==> config.mk <==
export PLATFORM = sky130hd
export DESIGN_NAME = alien_fleet
export DESIGN_NICKNAME = d
export VERILOG_FILES = /design/src/rtl/alien_fleet.sv
export SDC_FILE = /design/constraint.sdc
export NUM_CORES = 1
export LEC_CHECK = 0
export ABC_AREA = 1
export BUFFER_PORTS_ARGS = -buffer_cell sky130_fd_sc_hd__clkbuf_2
export CAP_MARGIN = 20
export CORE_UTILIZATION = 53
export CTS_BUF_LIST = sky130_fd_sc_hd__clkbuf_16
export DETAILED_ROUTE_END_ITERATION = 16
export MAX_ROUTING_LAYER = met4
export PLACE_DENSITY = 0.79
export SLEW_MARGIN = 20
export SYNTH_ARGS = -nofsm -noshare
export SYNTH_HDL_FRONTEND = slang
export SYNTH_SLANG_ARGS = --single-unit
==> constraint.sdc <==
create_clock -name clk -period 3.81 [get_ports clk]
set_input_delay 0.381 -clock clk [delete_from_list [all_inputs] [get_ports clk]]
set_output_delay 0.381 -clock clk [all_outputs]
set_load 0.02 [all_outputs]
==> src/rtl/alien_fleet.sv <==
// Alien fleet: a ROWS x COLS grid of invaders that marches right and left, steps down
//   at the screen edges, dies to laser hits and paints its own sprites into the VGA stream.
// Ports: clk/reset (async active-low); step, restart; hPos/vPos pixel in; xLaser/yLaser/laserActive;
//   killingAlien pulse, alive vector, xFleet/yFleet, aliveCount, color, landed/cleared.
// Latency: position, alive and kill pulse update on the edge after the event; color and aliveCount
//   are one more register stage behind their sources. No backpressure: step and hits act when presented.
module alien_fleet #(
   parameter int         ROWS        = 4,
   parameter int         COLS        = 6,
   parameter int         CELL_LOG2   = 5,
   parameter int         ALIEN_W     = 24,
   parameter int         ALIEN_H     = 16,
   parameter int         STEP_X      = 4,
   parameter int         STEP_Y      = 8,
   parameter int         X_START     = 16,
   parameter int         Y_START     = 32,
   parameter int         X_MAX       = 639,
   parameter int         Y_LIMIT     = 440,
   parameter logic [2:0] ALIEN_COLOR = 3'b010
) (
   input  logic                 clk,
   input  logic                 reset,
   input  logic                 step,
   input  logic                 restart,
   input  logic [9:0]           hPos,
   input  logic [9:0]           vPos,
   input  logic [9:0]           xLaser,
   input  logic [9:0]           yLaser,
   input  logic                 laserActive,
   output logic                 killingAlien,
   output logic [ROWS*COLS-1:0] alive,
   output logic [9:0]           xFleet,
   output logic [9:0]           yFleet,
   output logic [7:0]           aliveCount,
   output logic [2:0]           color,
   output logic                 landed,
   output logic                 cleared
);

   localparam int N = ROWS * COLS;
   localparam logic [CELL_LOG2-1:0] SPR_W = CELL_LOG2'(ALIEN_W);
   localparam logic [CELL_LOG2-1:0] SPR_H = CELL_LOG2'(ALIEN_H);
   localparam logic [11:0] X_MAX_W   = 12'(X_MAX);
   localparam logic [11:0] Y_LIMIT_W = 12'(Y_LIMIT);
   localparam logic [11:0] STEP_X_W  = 12'(STEP_X);

   typedef enum logic [1:0] {MOVE_R, MOVE_L, LANDED, CLEARED} state_t;

   state_t         state_q, state_d;
   logic [9:0]     x_q, x_d, y_q, y_d;
   logic [N-1:0]   alive_q, alive_d;
   logic           kill_q, kill_d;
   logic [2:0]     color_q, color_d;
   logic [7:0]     count_q, count_d;

   // One-hot mask of the cell whose sprite box contains (px,py); zero in gaps or off-grid.
   // Off-grid rows/columns simply never match the unrolled compare.
   function automatic logic [N-1:0] sprite_mask(input logic [9:0] px, input logic [9:0] py,
                                                input logic [9:0] fx, input logic [9:0] fy);
      logic [N-1:0] m;
      logic [9:0]   dx, dy, col, row;
      m   = '0;
      dx  = px - fx;
      dy  = py - fy;
      col = dx >> CELL_LOG2;
      row = dy >> CELL_LOG2;
      if (px >= fx && py >= fy && dx[CELL_LOG2-1:0] < SPR_W && dy[CELL_LOG2-1:0] < SPR_H) begin
         for (int r = 0; r < ROWS; r++) begin
            for (int c = 0; c < COLS; c++) begin
               if (row == 10'(r) && col == 10'(c)) m[r*COLS+c] = 1'b1;
            end
         end
      end
      return m;
   endfunction

   logic [N-1:0] hit_mask, pix_mask;
   assign hit_mask = sprite_mask(xLaser, yLaser, x_q, y_q) & alive_q;
   assign pix_mask = sprite_mask(hPos, vPos, x_q, y_q) & alive_q;

   // Extent of the surviving fleet, taken from the pre-hit alive vector.
   logic [COLS-1:0] col_live;
   logic [ROWS-1:0] row_live;
   logic [11:0]     min_col, max_col, max_row;
   logic [7:0]      live_cnt;

   always_comb begin
      col_live = '0;
      row_live = '0;
      for (int r = 0; r < ROWS; r++) begin
         for (int c = 0; c < COLS; c++) begin
            if (alive_q[r*COLS+c]) begin
               row_live[r] = 1'b1;
               col_live[c] = 1'b1;
            end
         end
      end
      min_col = '0;
      max_col = '0;
      max_row = '0;
      for (int c = COLS-1; c >= 0; c--) if (col_live[c]) min_col = 12'(c);
      for (int c = 0; c < COLS; c++)    if (col_live[c]) max_col = 12'(c);
      for (int r = 0; r < ROWS; r++)    if (row_live[r]) max_row = 12'(r);
      live_cnt = '0;
      for (int i = 0; i < N; i++) live_cnt = live_cnt + {7'd0, alive_q[i]};
   end

   // 12-bit arithmetic so edge + step cannot wrap past the 10-bit screen range.
   logic [11:0] left_edge, right_edge, bottom;
   assign left_edge  = {2'b00, x_q} + (min_col << CELL_LOG2);
   assign right_edge = {2'b00, x_q} + (max_col << CELL_LOG2) + 12'(ALIEN_W - 1);

   always_comb begin
      state_d = state_q;
      x_d     = x_q;
      y_d     = y_q;
      alive_d = alive_q;
      kill_d  = 1'b0;
      color_d = (|pix_mask) ? ALIEN_COLOR : 3'b000;
      count_d = live_cnt;
      bottom  = '0;
      if (restart) begin
         state_d = MOVE_R;
         x_d     = 10'(X_START);
         y_d     = 10'(Y_START);
         alive_d = '1;
         color_d = 3'b000;
         count_d = 8'(N);
      end else if (state_q == MOVE_R || state_q == MOVE_L) begin
         // A hit is judged against the pre-step position; both updates land together.
         if (laserActive) begin
            alive_d = alive_q & ~hit_mask;
            kill_d  = |hit_mask;
         end
         if (step) begin
            if (state_q == MOVE_R) begin
               if (right_edge + STEP_X_W <= X_MAX_W) begin
                  x_d = x_q + 10'(STEP_X);
               end else begin
                  y_d     = y_q + 10'(STEP_Y);
                  state_d = MOVE_L;
               end
            end else begin
               if (left_edge >= STEP_X_W) begin
                  x_d = x_q - 10'(STEP_X);
               end else begin
                  y_d     = y_q + 10'(STEP_Y);
                  state_d = MOVE_R;
               end
            end
         end
         bottom = {2'b00, y_d} + (max_row << CELL_LOG2) + 12'(ALIEN_H - 1);
         // Clearing the last alien wins over touching down in the same cycle.
         if (alive_d == '0)            state_d = CLEARED;
         else if (bottom >= Y_LIMIT_W) state_d = LANDED;
      end
   end

   always_ff @(posedge clk or negedge reset) begin
      if (!reset) begin
         state_q <= MOVE_R;
         x_q     <= 10'(X_START);
         y_q     <= 10'(Y_START);
         alive_q <= '1;
         kill_q  <= 1'b0;
         color_q <= 3'b000;
         count_q <= 8'(N);
      end else begin
         state_q <= state_d;
         x_q     <= x_d;
         y_q     <= y_d;
         alive_q <= alive_d;
         kill_q  <= kill_d;
         color_q <= color_d;
         count_q <= count_d;
      end
   end

   assign killingAlien = kill_q;
   assign alive        = alive_q;
   assign xFleet       = x_q;
   assign yFleet       = y_q;
   assign aliveCount   = count_q;
   assign color        = color_q;
   assign landed       = (state_q == LANDED);
   assign cleared      = (state_q == CLEARED);

endmodule
==> results of run 1 <==
==> cells in the final DEF, fill, tap and decap left out, types with 19 or more instances in the layout <==
master	count
sky130_fd_sc_hd__nand2_1	208
sky130_fd_sc_hd__inv_1	119
sky130_fd_sc_hd__nand3_1	92
sky130_fd_sc_hd__clkbuf_2	84
sky130_fd_sc_hd__buf_4	82
sky130_fd_sc_hd__nor2_1	52
sky130_fd_sc_hd__ha_1	51
sky130_fd_sc_hd__dfstp_2	28
sky130_fd_sc_hd__a21oi_1	26
sky130_fd_sc_hd__nand4_1	21
sky130_fd_sc_hd__o21ai_0	20
sky130_fd_sc_hd__dfrtp_1	20
sky130_fd_sc_hd__inv_2	19
==> worst max path at each step <==
stage,end,slack (ps),cells after the start
after floorplan,aliveCount[1],-140,11
after global placement,state_q[0],-310,26
after detailed placement,state_q[0],-440,28
after CTS,aliveCount[1],-310,12
after global routing,state_q[0],-480,29
final,aliveCount[1],-330,12
==> worst max-delay path, stage by stage, from the launching register on <==
cell                      delay, ps
sky130_fd_sc_hd__dfstp_2        550
sky130_fd_sc_hd__buf_6          100
sky130_fd_sc_hd__inv_2           40
sky130_fd_sc_hd__fa_2           570
sky130_fd_sc_hd__fa_1           450
sky130_fd_sc_hd__fa_1           520
sky130_fd_sc_hd__fa_1           440
sky130_fd_sc_hd__fa_1           560
sky130_fd_sc_hd__inv_2           60
sky130_fd_sc_hd__ha_4           160
sky130_fd_sc_hd__fa_2           520
sky130_fd_sc_hd__inv_2           40
sky130_fd_sc_hd__nor2_2          70
==> metrics by stage <==
step	setup slack (ps)	total power (W)	std cells
3_5_place_dp	-435.8	0.002678	1135
3_3_place_gp	-313.2	0.002636	1135
6_report	-332.9	0.003300	1153
4_1_cts	-310.3	0.003233	1149
2_1_floorplan	-135.2	0.002144	862
5_1_grt	-478.7	0.003569	1153
==> per-layer routing <==
metal,vias to the layer above,wire length [um],GRT usage [%]
li1,3117,-,-
met1,2981,7581,43.58
met2,319,8530,53.04
met3,35,1775,6.444
met4,0,389,10.76
met5,-,0,-
==> power by group <==
group / total, W / switching, W / internal [W]
Sequential: 0.000628 / 0.0000671 / 0.000561
Combinational: 0.00215 / 0.00138 / 0.000768
Clock: 0.000526 / 0.000217 / 0.000309
Total: 0.00330 / 0.00166 / 0.00164
==> cell families after synthesis <==
group / Yosys count / synth area share (%)
buffers and inverters: 164 / 11.62
AO/OA/AOI/OAI: 113 / 11.94
other: 1 / 0.06403
adder cells (fa/ha/maj): 73 / 18.03
AND/OR/NAND/NOR: 434 / 33.99
XOR/XNOR: 20 / 3.247
flip-flops: 48 / 21.11
==> area by class of cell <==
cell class / count / area [um^2]
multi-input combinational: 650 / 4149
fill: 957 / 3492
sequential: 48 / 1236
timing repair buffer: 167 / 1047
inverter: 140 / 525.5
tap: 140 / 175.2
clock buffer: 5 / 125.1
clock inverter: 3 / 42.54
==> timing repair <==
action                     4_1_cts  5_1_grt
hold endpoints to repair         0        0
hold buffers                     0        0
setup buffers                    6        4
pin swaps                       12       15
setup endpoints to repair        6        7
gates resized for setup         11       29
==> registers in the layout, summed over array words and instances (netlist names) <==
signal        flops
killingAlien      1
yFleet            7
xFleet            8
state_q           2
alive            24
aliveCount        5
color             1
==> impl_metrics.ini, run 1 <==
[place]
dp_hpwl_mm = 14.41
portBuffers = 84
postPlaceCellArea_um2 = 6912
gp_congestion = 0.9807

[detailed_routing]
post_detailed_route_count_of_antenna_violating_nets = 0
drt-total-wl_mm = 18.28
drtIter0Drc = 454
vias_per_cell = 5.596
route.vias.total = 6452
remaining_drc_errors = 0
wire_per_inst_um = 15.85
drt_pre_antenna_iters = 5

[sta]
maxSlewViolCount = 0
fmax_mhz = 241.4
hold_violations = 0
slew-limit-headroom_pct = 54.65
min_period_over_period_pct = 108.7
totalNegativeSetupSlack_ps = -1701
finalSetupViolations = 6
hold_slack_ps = 9.512
finalWorstSetupSlack_ps = -332.9
grt_setup_unrepaired = true
finalCriticalPeriod_ps = 4143
slew_at_the_pin_closest_to_its_max_slew_limit_ps = 679.5
clock_tree_skew_after_final_layout_ps = 5.819

[grt]
grt_pass1_vias = 6049
grt_antenna_before_repair = 0
track_usage_pct = 33.62
overflow = 0
grt_max_degree = 34
grt_first_pass_wirelength_mm = 29.00

[critical_path]
worstSetupPathType = flop to flop
worstPathRequired_ps = 4040
kind_of_end_point_of_the_critical_path = flop
start_kind = flop
crit_fanout = 2
arrival_ps = 4370
crit_startpoint = alive[5]
worst-r2r-cell-count = 12
r2r_end = aliveCount[1]
regToRegSetupSlack_ps = -330
worstReg2RegStart = alive[5]

[synthesis]
synth.distinct_cells = 53
ys_seq_elements = 48
synth_edf_count = 0
ys.warnings.count = 0
area_share_of_the_leading_cell_type_in_the_synthesized_netlist_pct = 13.65
synthTopCellsByCount = 213 x sky130_fd_sc_hd__nand2_1, 129 x sky130_fd_sc_hd__inv_1, 93 x sky130_fd_sc_hd__nand3_1
mappedNetlistArea_um2 = 5857
post_synth_inst_count = 853
postSynth.topFlopCell = sky130_fd_sc_hd__dfstp_2
synth-async-reset-ratio_pct = 100.0
synth_area_leaders = sky130_fd_sc_hd__nand2_1 14%, sky130_fd_sc_hd__dfstp_2 13%, sky130_fd_sc_hd__ha_1 12%
synth_largest_area_cell = sky130_fd_sc_hd__nand2_1
synth-seq-area-share_pct = 21.11
syn-mean-instance-area_um2 = 6.866
synth.most_common_cell = sky130_fd_sc_hd__nand2_1

[pwr]
power.density_nw_per_um2 = 452.1
vdd_drop_max_mv = 0.3144
power_leakage_nw = 3.865

[run]
maxCapViolations = 0

[outcome]
status = finished, violations left
violations = setup timing

[clocking]
cts.sink_count = 48
clock_tree_from_tritoncts = yes
reg_clk_slew_reported_paths_ps = 70
htree_num_levels = 2
max-clock-path-buffers = 2
insertion_delay_ps = 300
clockRootBuffer = sky130_fd_sc_hd__clkbuf_16
cts_buffers = 5

[floorplan]
dieArea_um2 = 11470
initial_core_util_pct = 54.27
floorplan.die.height_um = 107.1
placeableCoreArea_um2 = 10790
die_width_um = 107.1
io-pin-count = 103
core.rowCount = 38

[final_layout]
drive_gt1_share_pct = 27.84
growth_of_design_area_from_synthesis_to_finish_pct = 24.65
antenna-diode-count = 0
final_nets = 1130
final_core_util_pct = 67.64
final_instance_area_um2 = 7301

[min_path]
timing.hold.worst.class = input pin to async pin
Note: power is estimated with default switching activity, not from simulation.
==> run 2: changes to the inputs <==
BUFFER_PORTS_ARGS = unset   (was -buffer_cell sky130_fd_sc_hd__clkbuf_2)
CORE_UTILIZATION = 60   (was 53)
DONT_BUFFER_PORTS = 1   (was unset)
clock period = 3.54 ns   (was 3.81 ns; I/O delays follow)
==> impl_metrics.ini, run 2 (synthesis gave the netlist of run 1 again) <==
[pwr]
vdd_drop_max_mv = 0.3718
power_leakage_nw = 3.581
part_of_the_power_in_registers_pct = 19.8
internal_power_w = 0.001747
switching_power_w = 0.001793
power.density_nw_per_um2 = 505.1
netSwitchingFraction_pct = 50.65
clockPowerShare_pct = 16.2
power_frac_comb_pct = 64.0

[sta]
totalNegativeSetupSlack_ps = -3278
slew-limit-headroom_pct = 53.54
hold_violations = 0
finalSetupViolations = 7
min_period_over_period_pct = 116.0
finalWorstSetupSlack_ps = -564.8
clock_tree_skew_after_final_layout_ps = 12.42
maxSlewViolCount = 0
fmax_mhz = 243.6
finalCriticalPeriod_ps = 4105
grt_setup_unrepaired = true
slew_at_the_pin_closest_to_its_max_slew_limit_ps = 696.1

[detailed_routing]
vias_per_cell = 5.888
route.vias.total = 6312
drt_pre_antenna_iters = 5
remaining_drc_errors = 0
drt-total-wl_mm = 19.15
post_detailed_route_count_of_antenna_violating_nets = 0
wire_per_inst_um = 17.86
drtIter0Drc = 582

[grt]
grt_antenna_before_repair = 0
grt_first_pass_wirelength_mm = 30.35
track_usage_pct = 40.37
grt_max_degree = 49
overflow = 0
grt_pass1_vias = 6070

[critical_path]
worstPathRequired_ps = 3740
worst_path_largest_cell_delay_ps = 420
worst_path_dominant_cell_family = simple AND/OR/NAND/NOR gates
kind_of_end_point_of_the_critical_path = flop
r2r_end = state_q[0]
worst_path_max_delay_cell = sky130_fd_sc_hd__fa_1
worstSetupPathType = flop to flop
worstReg2RegStart = alive[16]
crit_fanout = 4
arrival_ps = 4300
worst-r2r-cell-count = 27
regToRegSetupSlack_ps = -560
path_depth = 27
start_kind = flop
number_of_buffers_and_inverters_on_the_critical_path = 5

[clocking]
cts.sink_count = 48
reg_clk_slew_reported_paths_ps = 70
htree_num_levels = 2
clockRootBuffer = sky130_fd_sc_hd__clkbuf_16
clock_tree_from_tritoncts = yes
max-clock-path-buffers = 2
insertion_delay_ps = 300
cts_buffers = 5

[final_layout]
antenna-diode-count = 0
finish.cell_count_without_fillers = 1072
mostFrequentLayoutCells = 208 x sky130_fd_sc_hd__nand2_1, 118 x sky130_fd_sc_hd__inv_1, 93 x sky130_fd_sc_hd__buf_4
growth_of_design_area_from_synthesis_to_finish_pct = 19.68
drive_gt1_share_pct = 22.91
final_nets = 1060
layout_commonest_cell = sky130_fd_sc_hd__nand2_1
flip_flop_count_of_the_largest_register_after_layout = 24

[min_path]
hold_path.startpoint = restart
hold_path_depth = 1
timing.hold.worst.class = input pin to flop
hold_path_end = aliveCount[0]

[place]
placed_cells = 1052
portBuffers = 0
dp_slack_ps = -624.9
dp_hpwl_mm = 14.76
gp_congestion = 0.9999

[floorplan]
die_width_um = 100.8
core.rowCount = 35
dieArea_um2 = 10160
floorplan.die.height_um = 100.8
placeableCoreArea_um2 = 9328
initial_core_util_pct = 62.79
io-pin-count = 103

[outcome]
violations = setup timing
status = finished, violations left

[run]
maxCapViolations = 0
==> run 2: stage by stage <==
stage / area (um^2) / power (W) / hold WS, ps / utilization, %
2_1_floorplan: 5946 / 0.002307 / 58.41 / -
3_3_place_gp: 6590 / 0.002751 / 60.41 / 70.65
4_1_cts: 6913 / 0.003462 / 109.3 / 74.11
6_report: 7009 / 0.003540 / 108.0 / 75.14
5_1_grt: 7009 / 0.003815 / 104.6 / 75.14
3_5_place_dp: 6590 / 0.002835 / 60.77 / 70.65
==> run 2: final cells by class <==
cell class              count  area [um^2]
clock inverters             3        42.54
repair buffers             97        758.2
inverters                 140        528.0
flip-flops and latches     48         1236
clock buffers               5        125.1
multi-input cells         650         4158
fillers                   733         2318
well taps                 129        161.4
==> run 2: worst reg2reg max path, cell delays in order, from the launching register on <==
cell and delay, ps:
sky130_fd_sc_hd__dfstp_2 390, sky130_fd_sc_hd__nor4_4 280, sky130_fd_sc_hd__inv_1 80, sky130_fd_sc_hd__o21ai_2 150
sky130_fd_sc_hd__nand2_1 80, sky130_fd_sc_hd__a21boi_2 150, sky130_fd_sc_hd__ha_2 200, sky130_fd_sc_hd__fa_1 420
sky130_fd_sc_hd__nor3_2 200, sky130_fd_sc_hd__nand3_2 150, sky130_fd_sc_hd__a21oi_4 190, sky130_fd_sc_hd__nand2_2 90
sky130_fd_sc_hd__inv_2 80, sky130_fd_sc_hd__nand2_2 60, sky130_fd_sc_hd__xor2_2 190, sky130_fd_sc_hd__inv_2 70
sky130_fd_sc_hd__ha_4 160, sky130_fd_sc_hd__a21oi_2 140, sky130_fd_sc_hd__inv_2 60, sky130_fd_sc_hd__a31oi_4 160
sky130_fd_sc_hd__xnor2_1 150, sky130_fd_sc_hd__inv_1 80, sky130_fd_sc_hd__nand2_1 90, sky130_fd_sc_hd__nor2_2 40
sky130_fd_sc_hd__nor2_2 130, sky130_fd_sc_hd__nand3_2 100, sky130_fd_sc_hd__nand3_2 80, sky130_fd_sc_hd__nand2_1 50
==> run 2: routing by layer <==
metal / wire length, um / share of wire, % / vias to the layer above / track usage [%]
met2: 8785 / 46 / 362 / 63.54
met4: 773 / 4.0 / 0 / 16.83
li1: - / - / 2967 / -
met5: 0 / 0 / - / -
met1: 7450 / 39 / 2909 / 48.24
met3: 2138 / 11 / 74 / 12.14
==> run 2: worst max-delay path by stage <==
stage	start	endpoint	slack, ps
2_1_floorplan	alive[7]	aliveCount[1]	-400
3_3_place_gp	alive[5]	state_q[0]	-510
3_5_place_dp	alive[5]	state_q[0]	-620
4_1_cts	alive[4]	state_q[0]	-550
5_1_grt	alive[16]	state_q[0]	-860
6_report	alive[16]	state_q[0]	-560
==> run 2: power by group through the flow <==
stage	clock network (W)	registers (W)	logic, W
3_3_place_gp	0	0.000707	0.00204
3_5_place_dp	0	0.000708	0.00213
5_1_grt	0.000592	0.000709	0.00251
2_1_floorplan	0	0.000725	0.00158
4_1_cts	0.000573	0.000701	0.00219
6_report	0.000573	0.000702	0.00227
==> run 2: timing repair <==
action	CTS	global route
setup buffers	7	3
endpoints found under the setup margin	7	8
hold endpoints to repair	48	0
hold buffers	2	0
pin swaps	16	15
resized for setup	21	22
==> run 3: changes to the inputs <==
GPL_TIMING_DRIVEN = 0   (was unset)
==> impl_metrics.ini, run 3 (synthesis gave the netlist of run 1 again) <==
[outcome]
status = finished, violations left
violations = setup timing

[critical_path]
worstSetupPathType = flop to flop
start_kind = flop
worstPathRequired_ps = 3720
number_of_buffers_and_inverters_on_the_critical_path = 5
worst-r2r-cell-count = 27
crit_fanout = 5
worst_path_max_delay_cell = sky130_fd_sc_hd__dfstp_2
regToRegSetupSlack_ps = -790
kind_of_end_point_of_the_critical_path = flop
worstReg2RegStart = alive[16]
r2r_end = state_q[0]
arrival_ps = 4520
worst_path_largest_cell_delay_ps = 440
worst_path_dominant_cell_family = simple AND/OR/NAND/NOR gates

[final_layout]
growth_of_design_area_from_synthesis_to_finish_pct = 12.65
register_area_um2 = 1240
drive_gt1_share_pct = 17.25
flip_flop_count_of_the_largest_register_after_layout = 24
mostFrequentLayoutCells = 209 x sky130_fd_sc_hd__nand2_1, 118 x sky130_fd_sc_hd__inv_1, 91 x sky130_fd_sc_hd__nand3_1
layout_commonest_cell = sky130_fd_sc_hd__nand2_1
num-fill-cells = 795
multi_input_area_um2 = 4178
finish.cell_count_without_fillers = 1022
final_nets = 1010
antenna-diode-count = 0
final_core_util_pct = 70.73

[min_path]
hold_path_depth = 3
hold_path.startpoint = laserActive
hold_path_end = alive[10]
timing.hold.worst.class = input pin to flop

[grt]
track_usage_pct = 38.14
grt_max_degree = 49
overflow = 0
grt_antenna_before_repair = 0
grt_pass1_vias = 5767
grt_first_pass_wirelength_mm = 29.08

[clocking]
clock_tree_from_tritoncts = yes
clockRootBuffer = sky130_fd_sc_hd__clkbuf_16
insertion_delay_ps = 290
cts_buffers = 5
cts.sink_count = 48
max-clock-path-buffers = 2
htree_num_levels = 2
reg_clk_slew_reported_paths_ps = 70

[sta]
totalNegativeSetupSlack_ps = -4466
finalWorstSetupSlack_ps = -793.7
finalCriticalPeriod_ps = 4334
min_period_over_period_pct = 122.4
slew-limit-headroom_pct = 57.86
fmax_mhz = 230.7
hold_violations = 0
clock_tree_skew_after_final_layout_ps = 7.700
finalSetupViolations = 7
slew_at_the_pin_closest_to_its_max_slew_limit_ps = 629.8
maxSlewViolCount = 0
grt_setup_unrepaired = true

[place]
dp_hpwl_mm = 14.22
portBuffers = 0
placed_cells = 991
gp_congestion = 0.9871

[pwr]
vdd_drop_max_mv = 0.3815
power_leakage_nw = 3.345
power.density_nw_per_um2 = 516.7

[detailed_routing]
drtIter0Drc = 540
vias_per_cell = 5.991
drt_pre_antenna_iters = 6
wire_per_inst_um = 18.37
remaining_drc_errors = 0
route.vias.total = 6123
post_detailed_route_count_of_antenna_violating_nets = 0
drt-total-wl_mm = 18.77

[floorplan]
io-pin-count = 103
core.rowCount = 35
dieArea_um2 = 10160
initial_core_util_pct = 62.79
die_width_um = 100.8
placeableCoreArea_um2 = 9328
floorplan.die.height_um = 100.8

[run]
maxCapViolations = 0
run 3: cell types whose count changed in the layout (fill, tap and decap cells not counted), sizes merged:
cell	change
buf	-57
bufinv	-1
clkbuf	+7
clkinv	-1
inv	+2
run 3: worst reg2reg max path, stage by stage (launching register included):
cell                       delay (ps)
sky130_fd_sc_hd__dfstp_2          440
sky130_fd_sc_hd__nor4_4           360
sky130_fd_sc_hd__inv_1            100
sky130_fd_sc_hd__o21ai_1          160
sky130_fd_sc_hd__nand2_1           70
sky130_fd_sc_hd__a21boi_1         160
sky130_fd_sc_hd__ha_2             210
sky130_fd_sc_hd__fa_1             440
sky130_fd_sc_hd__nor3_2           210
sky130_fd_sc_hd__nand3_2          160
sky130_fd_sc_hd__a21oi_4          220
sky130_fd_sc_hd__nand2_2          120
sky130_fd_sc_hd__inv_2            100
sky130_fd_sc_hd__nand2_4           70
sky130_fd_sc_hd__xor2_4           160
sky130_fd_sc_hd__inv_2             60
sky130_fd_sc_hd__ha_4             160
sky130_fd_sc_hd__a21oi_2          120
sky130_fd_sc_hd__inv_2             60
sky130_fd_sc_hd__buf_4            130
sky130_fd_sc_hd__nand3_1          110
sky130_fd_sc_hd__nand3_1          110
sky130_fd_sc_hd__nand2_1           80
sky130_fd_sc_hd__nor2_1            50
sky130_fd_sc_hd__nor2_2           150
sky130_fd_sc_hd__nand3_2          100
sky130_fd_sc_hd__nand3_2           90
sky130_fd_sc_hd__nand2_1           70
run 3: final cells by class:
cell class                      instances  area share, %
Tap cell                              129          2.446
Buffer                                 24          2.352
Multi-Input combinational cell        650          63.32
Sequential cell                        48          18.79
Clock inverter                          3         0.2276
Clock buffer                            5          1.896
Timing Repair Buffer                   23          2.958
Inverter                              140          8.003
run 3: worst max-delay path by stage:
stage	start	endpoint	slack, ps	cells after the start
6_report	alive[16]	state_q[0]	-790	27
3_3_place_gp	alive[11]	state_q[0]	-1010	27
4_1_cts	alive[4]	state_q[0]	-750	28
2_1_floorplan	alive[7]	aliveCount[1]	-400	11
5_1_grt	alive[16]	state_q[0]	-1030	27
3_5_place_dp	alive[11]	state_q[0]	-1210	27
run 3: per-stage QoR:
step	setup slack, ps	area [um^2]	hold WS (ps)	power [W]
finish	-793.7	6598	300.4	0.003409
global route	-1029	6598	340.5	0.003669
CTS	-751.0	6492	306.1	0.003322
detailed placement	-1214	6107	60.43	0.002730
global placement	-1008	6107	60.22	0.002641
floorplan	-404.3	5946	58.41	0.002307
run 3: repair_timing:
action	in CTS	in global routing
hold buffers	2	0
setup endpoints to repair	7	15
setup buffers	16	5
endpoints found under the hold margin	48	0
gates resized for setup	24	19
pin swaps	12	15
run 3: routing by layer:
layer	routed length [um]	track usage, %	up-vias
li1	-	-	2879
met1	7570	48.79	2846
met2	8879	63.28	347
met3	1783	5.479	51
met4	539	10.37	0
met5	0	-	-
run 3: power by group:
part / internal, W / switching [W] / leakage [nW]
Combinational: 0.000765 / 0.00142 / 2.70
Clock: 0.000259 / 0.000218 / 0.0753
Sequential: 0.000603 / 0.000140 / 0.568
